[config.mk]
export PLATFORM = sky130hd
export DESIGN_NAME = mem_arbiter
export DESIGN_NICKNAME = d
export VERILOG_FILES = /design/src/rtl/mem_arbiter.sv
export SDC_FILE = /design/constraint.sdc
export NUM_CORES = 1
export LEC_CHECK = 0
export CORE_ASPECT_RATIO = 0.5
export CORE_MARGIN = 2
export CORE_UTILIZATION = 42
export DETAILED_ROUTE_END_ITERATION = 7
export PLACE_DENSITY = 0.86
export SYNTH_ARGS = -nofsm -noshare
export SYNTH_HDL_FRONTEND = slang
export SYNTH_SLANG_ARGS = --single-unit
export TNS_END_PERCENT = 10
[constraint.sdc]
create_clock -name clk -period 5.6 [get_ports clk]
set_input_delay 1.4 -clock clk [delete_from_list [all_inputs] [get_ports clk]]
set_output_delay 1.4 -clock clk [all_outputs]
set_load 0.1 [all_outputs]
[src/rtl/mem_arbiter.sv]
// Two-master (fetch / data) arbiter onto a single-outstanding memory port.
// Define MEM_ARB_ROUND_ROBIN_EN for round-robin on collisions; default is D-priority.
module mem_arbiter #(
  parameter int ADDR_WIDTH = 32,
  parameter int DATA_WIDTH = 32
) (
  input  logic                    clk,
  input  logic                    reset,
  input  logic                    i_req,
  input  logic [ADDR_WIDTH-1:0]   i_addr,
  output logic                    i_gnt,
  output logic                    i_rvalid,
  output logic [DATA_WIDTH-1:0]   i_rdata,
  input  logic                    d_req,
  input  logic                    d_we,
  input  logic [ADDR_WIDTH-1:0]   d_addr,
  input  logic [DATA_WIDTH-1:0]   d_wdata,
  input  logic [DATA_WIDTH/8-1:0] d_be,
  output logic                    d_gnt,
  output logic                    d_rvalid,
  output logic [DATA_WIDTH-1:0]   d_rdata,
  output logic                    m_req,
  output logic                    m_we,
  output logic [ADDR_WIDTH-1:0]   m_addr,
  output logic [DATA_WIDTH-1:0]   m_wdata,
  output logic [DATA_WIDTH/8-1:0] m_be,
  input  logic                    m_ack,
  input  logic [DATA_WIDTH-1:0]   m_rdata,
  output logic                    busy
);

  localparam int BE_W = DATA_WIDTH / 8;
  localparam logic OWN_I = 1'b0;
  localparam logic OWN_D = 1'b1;

  typedef enum logic [1:0] {
    IDLE,
    BUSY_I,
    BUSY_D,
    RESP
  } state_t;

  state_t state;
  state_t state_n;

  logic                  last_owner;
  logic                  pick_d;
  logic                  start;
  logic [ADDR_WIDTH-1:0] addr_q;
  logic                  we_q;
  logic [DATA_WIDTH-1:0] wdata_q;
  logic [BE_W-1:0]       be_q;
  logic [DATA_WIDTH-1:0] rdata_q;

  assign start = i_req | d_req;

  // pick_d is only ever set while d_req is high
  always_comb begin
    pick_d = 1'b0;
`ifdef MEM_ARB_ROUND_ROBIN_EN
    if (i_req && d_req) begin
      pick_d = (last_owner == OWN_I);
    end else begin
      pick_d = d_req;
    end
`else
    pick_d = d_req;
`endif
  end

  always_ff @(posedge clk or posedge reset) begin
    if (reset) begin
      state <= IDLE;
    end else begin
      state <= state_n;
    end
  end

  always_comb begin
    state_n = state;
    unique case (state)
      IDLE: begin
        if (start) begin
          state_n = pick_d ? BUSY_D : BUSY_I;
        end
      end
      BUSY_I, BUSY_D: begin
        if (m_ack) begin
          state_n = RESP;
        end
      end
      RESP: state_n = IDLE;
      default: state_n = IDLE;
    endcase
  end

  always_comb begin
    i_gnt    = 1'b0;
    d_gnt    = 1'b0;
    m_req    = 1'b0;
    i_rvalid = 1'b0;
    d_rvalid = 1'b0;
    unique case (state)
      IDLE: begin
        i_gnt = i_req & ~pick_d & ~reset;
        d_gnt = pick_d & ~reset;
      end
      BUSY_I, BUSY_D: m_req = 1'b1;
      RESP: begin
        i_rvalid = (last_owner == OWN_I);
        d_rvalid = (last_owner == OWN_D);
      end
      default: ;
    endcase
  end

  // Fetches are latched as full-word reads so the memory side needs no owner
  always_ff @(posedge clk or posedge reset) begin
    if (reset) begin
      last_owner <= OWN_I;
      addr_q     <= '0;
      we_q       <= 1'b0;
      wdata_q    <= '0;
      be_q       <= '0;
      rdata_q    <= '0;
    end else begin
      if (state == IDLE && start) begin
        last_owner <= pick_d ? OWN_D : OWN_I;
        addr_q     <= pick_d ? d_addr : i_addr;
        we_q       <= pick_d & d_we;
        wdata_q    <= pick_d ? d_wdata : '0;
        be_q       <= pick_d ? d_be : '1;
      end
      if ((state == BUSY_I || state == BUSY_D) && m_ack) begin
        rdata_q <= m_rdata;
      end
    end
  end

  assign m_we    = m_req & we_q;
  assign m_addr  = m_req ? addr_q : '0;
  assign m_wdata = m_req ? wdata_q : '0;
  assign m_be    = m_req ? be_q : '0;
  assign i_rdata = rdata_q;
  assign d_rdata = we_q ? '0 : rdata_q;
  assign busy    = (state != IDLE);

endmodule

# [Word-level counts from Yosys, hierarchy flattened]
# Index checks and enable logic that the tools add are counted.
[totals] in_bits=138 reg_bits=104 elab_cells=45 output_inout_bits=139
[op_classes] muxes=17 reduce_logical=7 bitwise_logic=9 n_eq_ne=5
[op_table] operator="two-way mux 32 bit" count=5
[op_table] operator="two-way mux 4 bit" count=2
[op_table] operator="two-way mux 1 bit" count=6
[op_table] operator="two-way mux 2 bit" count=3
[op_table] operator="case mux 2 bit (3 select lines)" count=1
[op_table] operator="AND 1 bit" count=5
[op_table] operator="== test 2 bit, second input constant" count=2
[op_table] operator="inequality test 2 bit, second input constant" count=2
[op_table] operator="inverter 1 bit" count=3
[op_table] operator="== test 2 x 1 -> 1 bit, second input constant" count=1
[op_table] operator="logical AND 1 bit" count=2
[op_table] operator="logical NOT 2 bit" count=1
[op_table] operator="AND reduction 2 bit" count=1
[op_table] operator="nonzero test 2 bit" count=1
[op_table] operator="OR reduction 2 bit" count=1
[op_table] operator="logical OR 1 bit" count=1
[op_table] operator="bitwise OR 1 bit" count=1

# [Depth between registers and ports, before layout]
[logic_depth] depth_word=4 depth_mapped=8 ltp_nobuf=5

# [Least setup slack after synthesis]
# No wires, ideal clock.
[synth_path] kind="in2out" start="input port d_req" end="output port i_gnt" n_path_buf=2 path_slack_ns=-0.417 stages=3 t_required_ns=4.200 arrival_time_ns=4.617 cell_sequence="buf_6 buf_2 nor4bb_1"
[synth_between] elab_chain_cells=4
[synth_rtl] item="start, declared" line="14" source="input logic d_req,"
[synth_rtl] item="inverter 1 bit" line="105" source="i_gnt = i_req & ~pick_d & ~reset;"
[synth_rtl] item="AND 1 bit (2 in a row)" line="105"
[synth_rtl] item="two-way mux 1 bit" line="103" source="unique case (state)"
[synth_rtl] item="end, declared" line="11" source="output logic i_gnt,"
# No other way between the ends.

# [Worst setup path in the final report]
[layout_path] start="register we_q" end="output port d_rdata[9]"
[layout_between] elab_chain_cells=1
[layout_rtl] item="start, declared" line="50" source="logic we_q;"
[layout_rtl] item="start signal, assigned" line="130" source="we_q <= pick_d & d_we;"
[layout_rtl] item="two-way mux 32 bit" line="145" source="assign d_rdata = we_q ? '0 : rdata_q;"
[layout_rtl] item="end, declared" line="21" source="output logic [DATA_WIDTH-1:0] d_rdata,"
# No other way between the ends.

==> run_summary.xml <==
<?xml version="1.0" encoding="UTF-8"?>
<metrics>
  <group name="synthesis">
    <metric name="synth_seq_cells" unit="">104</metric>
    <metric name="synth.avg_cell_area" unit="um^2">9.92</metric>
    <metric name="syn-instance-count" unit="">504</metric>
    <metric name="synth_area" unit="um^2">5000</metric>
    <metric name="synth_sequential_area_ratio" unit="%">52.0</metric>
    <metric name="yosysUniqueCellTypes" unit="">19</metric>
    <metric name="synth_nets" unit="">645</metric>
    <metric name="synth-warning-count" unit="">0</metric>
  </group>
  <group name="layout">
    <metric name="fin_nets" unit="">901</metric>
    <metric name="most_common_cell_after_layout_fill_and_taps_aside" unit="">sky130_fd_sc_hd__clkdlybuf4s50_1</metric>
    <metric name="fillCellCount" unit="">922</metric>
    <metric name="drive_gt1_share" unit="%">17.1</metric>
    <metric name="synthToLayoutAreaGrowth" unit="%">59.2</metric>
    <metric name="n_antenna_cell" unit="">0</metric>
    <metric name="commonest_cells_after_routing_fill_and_taps_aside" unit="">203 x sky130_fd_sc_hd__clkdlybuf4s50_1, 107 x sky130_fd_sc_hd__nand2_1, 104 x sky130_fd_sc_hd__dfrtp_1</metric>
  </group>
  <group name="worst_setup_path">
    <metric name="worst_ep_arrival_time" unit="ns">2.59</metric>
    <metric name="cp-startpoint" unit="">we_q$_DFFE_PP0P_</metric>
    <metric name="cp_data_required_time" unit="ns">4.20</metric>
    <metric name="worstSetupPathType" unit="">reg2out</metric>
    <metric name="reg2reg_to" unit="">i_rdata[16]$_DFFE_PP0P_</metric>
    <metric name="critical_path.endpoint_type" unit="">output pin</metric>
    <metric name="worstSetupStartpointType" unit="">flop</metric>
    <metric name="critPathMaxFanout" unit="">34</metric>
    <metric name="ff2ff_setup_slack" unit="ns">3.22</metric>
    <metric name="timing.rr.start" unit="">state[1]$_DFFE_PP0P_</metric>
    <metric name="ff2ff_path_depth" unit="">6</metric>
  </group>
  <group name="detailed_routing">
    <metric name="post_drt_via_cell_ratio" unit="">4.78</metric>
    <metric name="wl_met1" unit="um">5560</metric>
    <metric name="total_number_of_vias" unit="">4448</metric>
    <metric name="firstDrtPassIters" unit="">4</metric>
    <metric name="highest_layer" unit="">met4</metric>
    <metric name="drcViolationCount" unit="">0</metric>
    <metric name="detail_route.wl_per_cell" unit="um">15.5</metric>
    <metric name="route.met2.wl" unit="um">7770</metric>
    <metric name="route.antenna.remaining_nets" unit="">0</metric>
    <metric name="routed-wl-met3" unit="um">763</metric>
    <metric name="detailed_router_s_first_iteration_violation_count" unit="">262</metric>
    <metric name="wl" unit="um">14400</metric>
  </group>
  <group name="floorplanning">
    <metric name="die_height" unit="um">81.2</metric>
    <metric name="num_io_pins" unit="">277</metric>
    <metric name="die_area" unit="um^2">12800</metric>
    <metric name="core_region_area" unit="um^2">11700</metric>
    <metric name="row_count" unit="">28</metric>
    <metric name="die_w" unit="um">158</metric>
    <metric name="initial_cell_density_of_the_core" unit="%">42.7</metric>
  </group>
  <group name="clock_tree">
    <metric name="clkTransAtPathRegs" unit="ns">0.07</metric>
    <metric name="cts_root_buf" unit="">sky130_fd_sc_hd__clkbuf_16</metric>
    <metric name="insertion_delay" unit="ns">0.34</metric>
    <metric name="tritoncts_buffer_count" unit="">9</metric>
    <metric name="cts_tree" unit="">built</metric>
    <metric name="clk_path_buf_depth" unit="">2</metric>
    <metric name="numClockSinks" unit="">104</metric>
    <metric name="cts_setup_buffers" unit="">0</metric>
    <metric name="resized_cells_post_cts" unit="">0</metric>
    <metric name="postCtsHoldBufs" unit="">0</metric>
    <metric name="cts_htree_levels" unit="">3</metric>
  </group>
  <group name="worst_hold_path">
    <metric name="min_delay_worst_endpoint" unit="">wdata_q[12]$_DFFE_PP0P_</metric>
    <metric name="worstHoldPathCells" unit="">2</metric>
    <metric name="hold_crit_start" unit="">wdata_q[12]$_DFFE_PP0P_</metric>
    <metric name="classification_of_the_worst_slack_hold_path" unit="">reg2reg</metric>
  </group>
  <group name="sta">
    <metric name="max-slew-margin-rel" unit="%">28.3</metric>
    <metric name="min_period" unit="ns">3.99</metric>
    <metric name="fmax" unit="GHz">0.250</metric>
    <metric name="timing.final.crit_share" unit="%">71.3</metric>
    <metric name="timing_worst_slew_pin_value" unit="ns">1.08</metric>
    <metric name="tns" unit="ns">0</metric>
    <metric name="finalSetupViolCount" unit="">0</metric>
    <metric name="finalHoldViolations" unit="">0</metric>
    <metric name="unrepaired_setup_endpoints_after_global_routing" unit="">false</metric>
    <metric name="clock_skew" unit="ns">0.00531</metric>
    <metric name="report.final.slew_viol_count" unit="">0</metric>
  </group>
  <group name="grt">
    <metric name="number_of_antenna_violations_at_the_first_check_in_global_routing" unit="">0</metric>
    <metric name="grt_max_degree" unit="">68</metric>
    <metric name="grt_overflow" unit="">0</metric>
    <metric name="grt_pass1_vias" unit="">4362</metric>
    <metric name="grt_pass1_wl" unit="um">22100</metric>
    <metric name="total_track_usage" unit="%">22.2</metric>
  </group>
  <group name="placement">
    <metric name="buffer_ports.inserted" unit="">276</metric>
    <metric name="post-dp-hpwl" unit="um">10800</metric>
    <metric name="gp_congestion" unit="">0.827</metric>
  </group>
  <group name="run_status">
    <metric name="run_status" unit="">finished clean</metric>
  </group>
  <group name="run">
    <metric name="max_cap_violations" unit="">0</metric>
  </group>
</metrics>
per-layer routing:
layer  up-vias  global-route usage, %
li1       2145                      -
met1      2124                   25.1
met2       151                   42.5
met3        28                   4.54
met4         0                   7.57
met5         -                      0
through the flow:
stage                     std cells  area (um^2)  utilization, %  hold WS [ns]  worst slack (ns)
after floorplan                 504         5010               -         0.430             0.649
after global placement          914         7670            65.5         0.440              1.68
after detailed placement        914         7670            65.5         0.447              1.65
after CTS                       930         7960            68.0         0.462              1.57
after global routing            930         7960            68.0         0.476              1.48
final                           930         7960            68.0         0.457              1.61
flip-flops by register name, indices dropped and copies added, names as in the netlist:
name and cells:
state 2, we_q 1, i_rdata 32, wdata_q 32, be_q 4, addr_q 32, last_owner 1
cell usage after synthesis:
cell	n	area, um^2
sky130_fd_sc_hd__and2_1	70	438
sky130_fd_sc_hd__buf_2	13	65.1
sky130_fd_sc_hd__buf_4	4	30.0
sky130_fd_sc_hd__buf_6	1	11.3
sky130_fd_sc_hd__clkbuf_1	19	71.3
sky130_fd_sc_hd__dfrtp_1	104	2600
sky130_fd_sc_hd__ha_1	3	37.5
sky130_fd_sc_hd__inv_1	5	18.8
sky130_fd_sc_hd__mux2_2	32	360
sky130_fd_sc_hd__mux2_4	1	15.0
sky130_fd_sc_hd__mux2i_1	33	330
sky130_fd_sc_hd__nand2_1	107	402
sky130_fd_sc_hd__nand3_1	33	165
sky130_fd_sc_hd__nor2_1	1	3.75
sky130_fd_sc_hd__nor2b_1	37	231
sky130_fd_sc_hd__nor4bb_1	1	10.0
sky130_fd_sc_hd__o21ai_0	38	190
sky130_fd_sc_hd__o21ai_2	1	8.76
sky130_fd_sc_hd__o32a_1	1	10.0
how the worst max path moves through the flow:
stage	endpoint	slack [ns]	cells after the start
final	d_rdata[9]	1.61	2
after global placement	i_gnt	1.68	3
after floorplan	i_gnt	0.65	3
after global routing	d_rdata[10]	1.48	2
after CTS	d_rdata[10]	1.57	2
after detailed placement	addr_q[1]$_DFFE_PP0P_	1.65	5
cell type report:
cell class	instances	area (um^2)	share of cell area (%)
clock buffer	11	253	3.17
clock inverter	5	40.0	0.503
multi-input combinational	358	2220	27.8
timing repair buffer	282	2620	32.9
inverter	5	21.3	0.267
tap	165	206	2.59
sequential	104	2600	32.7
critical path: stages (launching register included):
cell	delay, ns
sky130_fd_sc_hd__dfrtp_1	0.78
sky130_fd_sc_hd__nor2b_1	0.29
sky130_fd_sc_hd__clkdlybuf4s50_1	1.16
cell families (layout without fill, tap and decap cells):
kind of cell	count (synthesis)	after routing	share of synthesized area (%)
buffers and inverters	42	303	3.93
AND/OR/NAND/NOR	249	249	25.0
flip-flops	104	104	52.0
multiplexers	66	66	14.1
adder cells (fa/ha/maj)	3	3	0.751
AO/OA/AOI/OAI	40	40	4.18
Power is left out: the tool's default activity adds up to more than one toggle a clock period on the data nets, which glitch-free logic cannot reach.
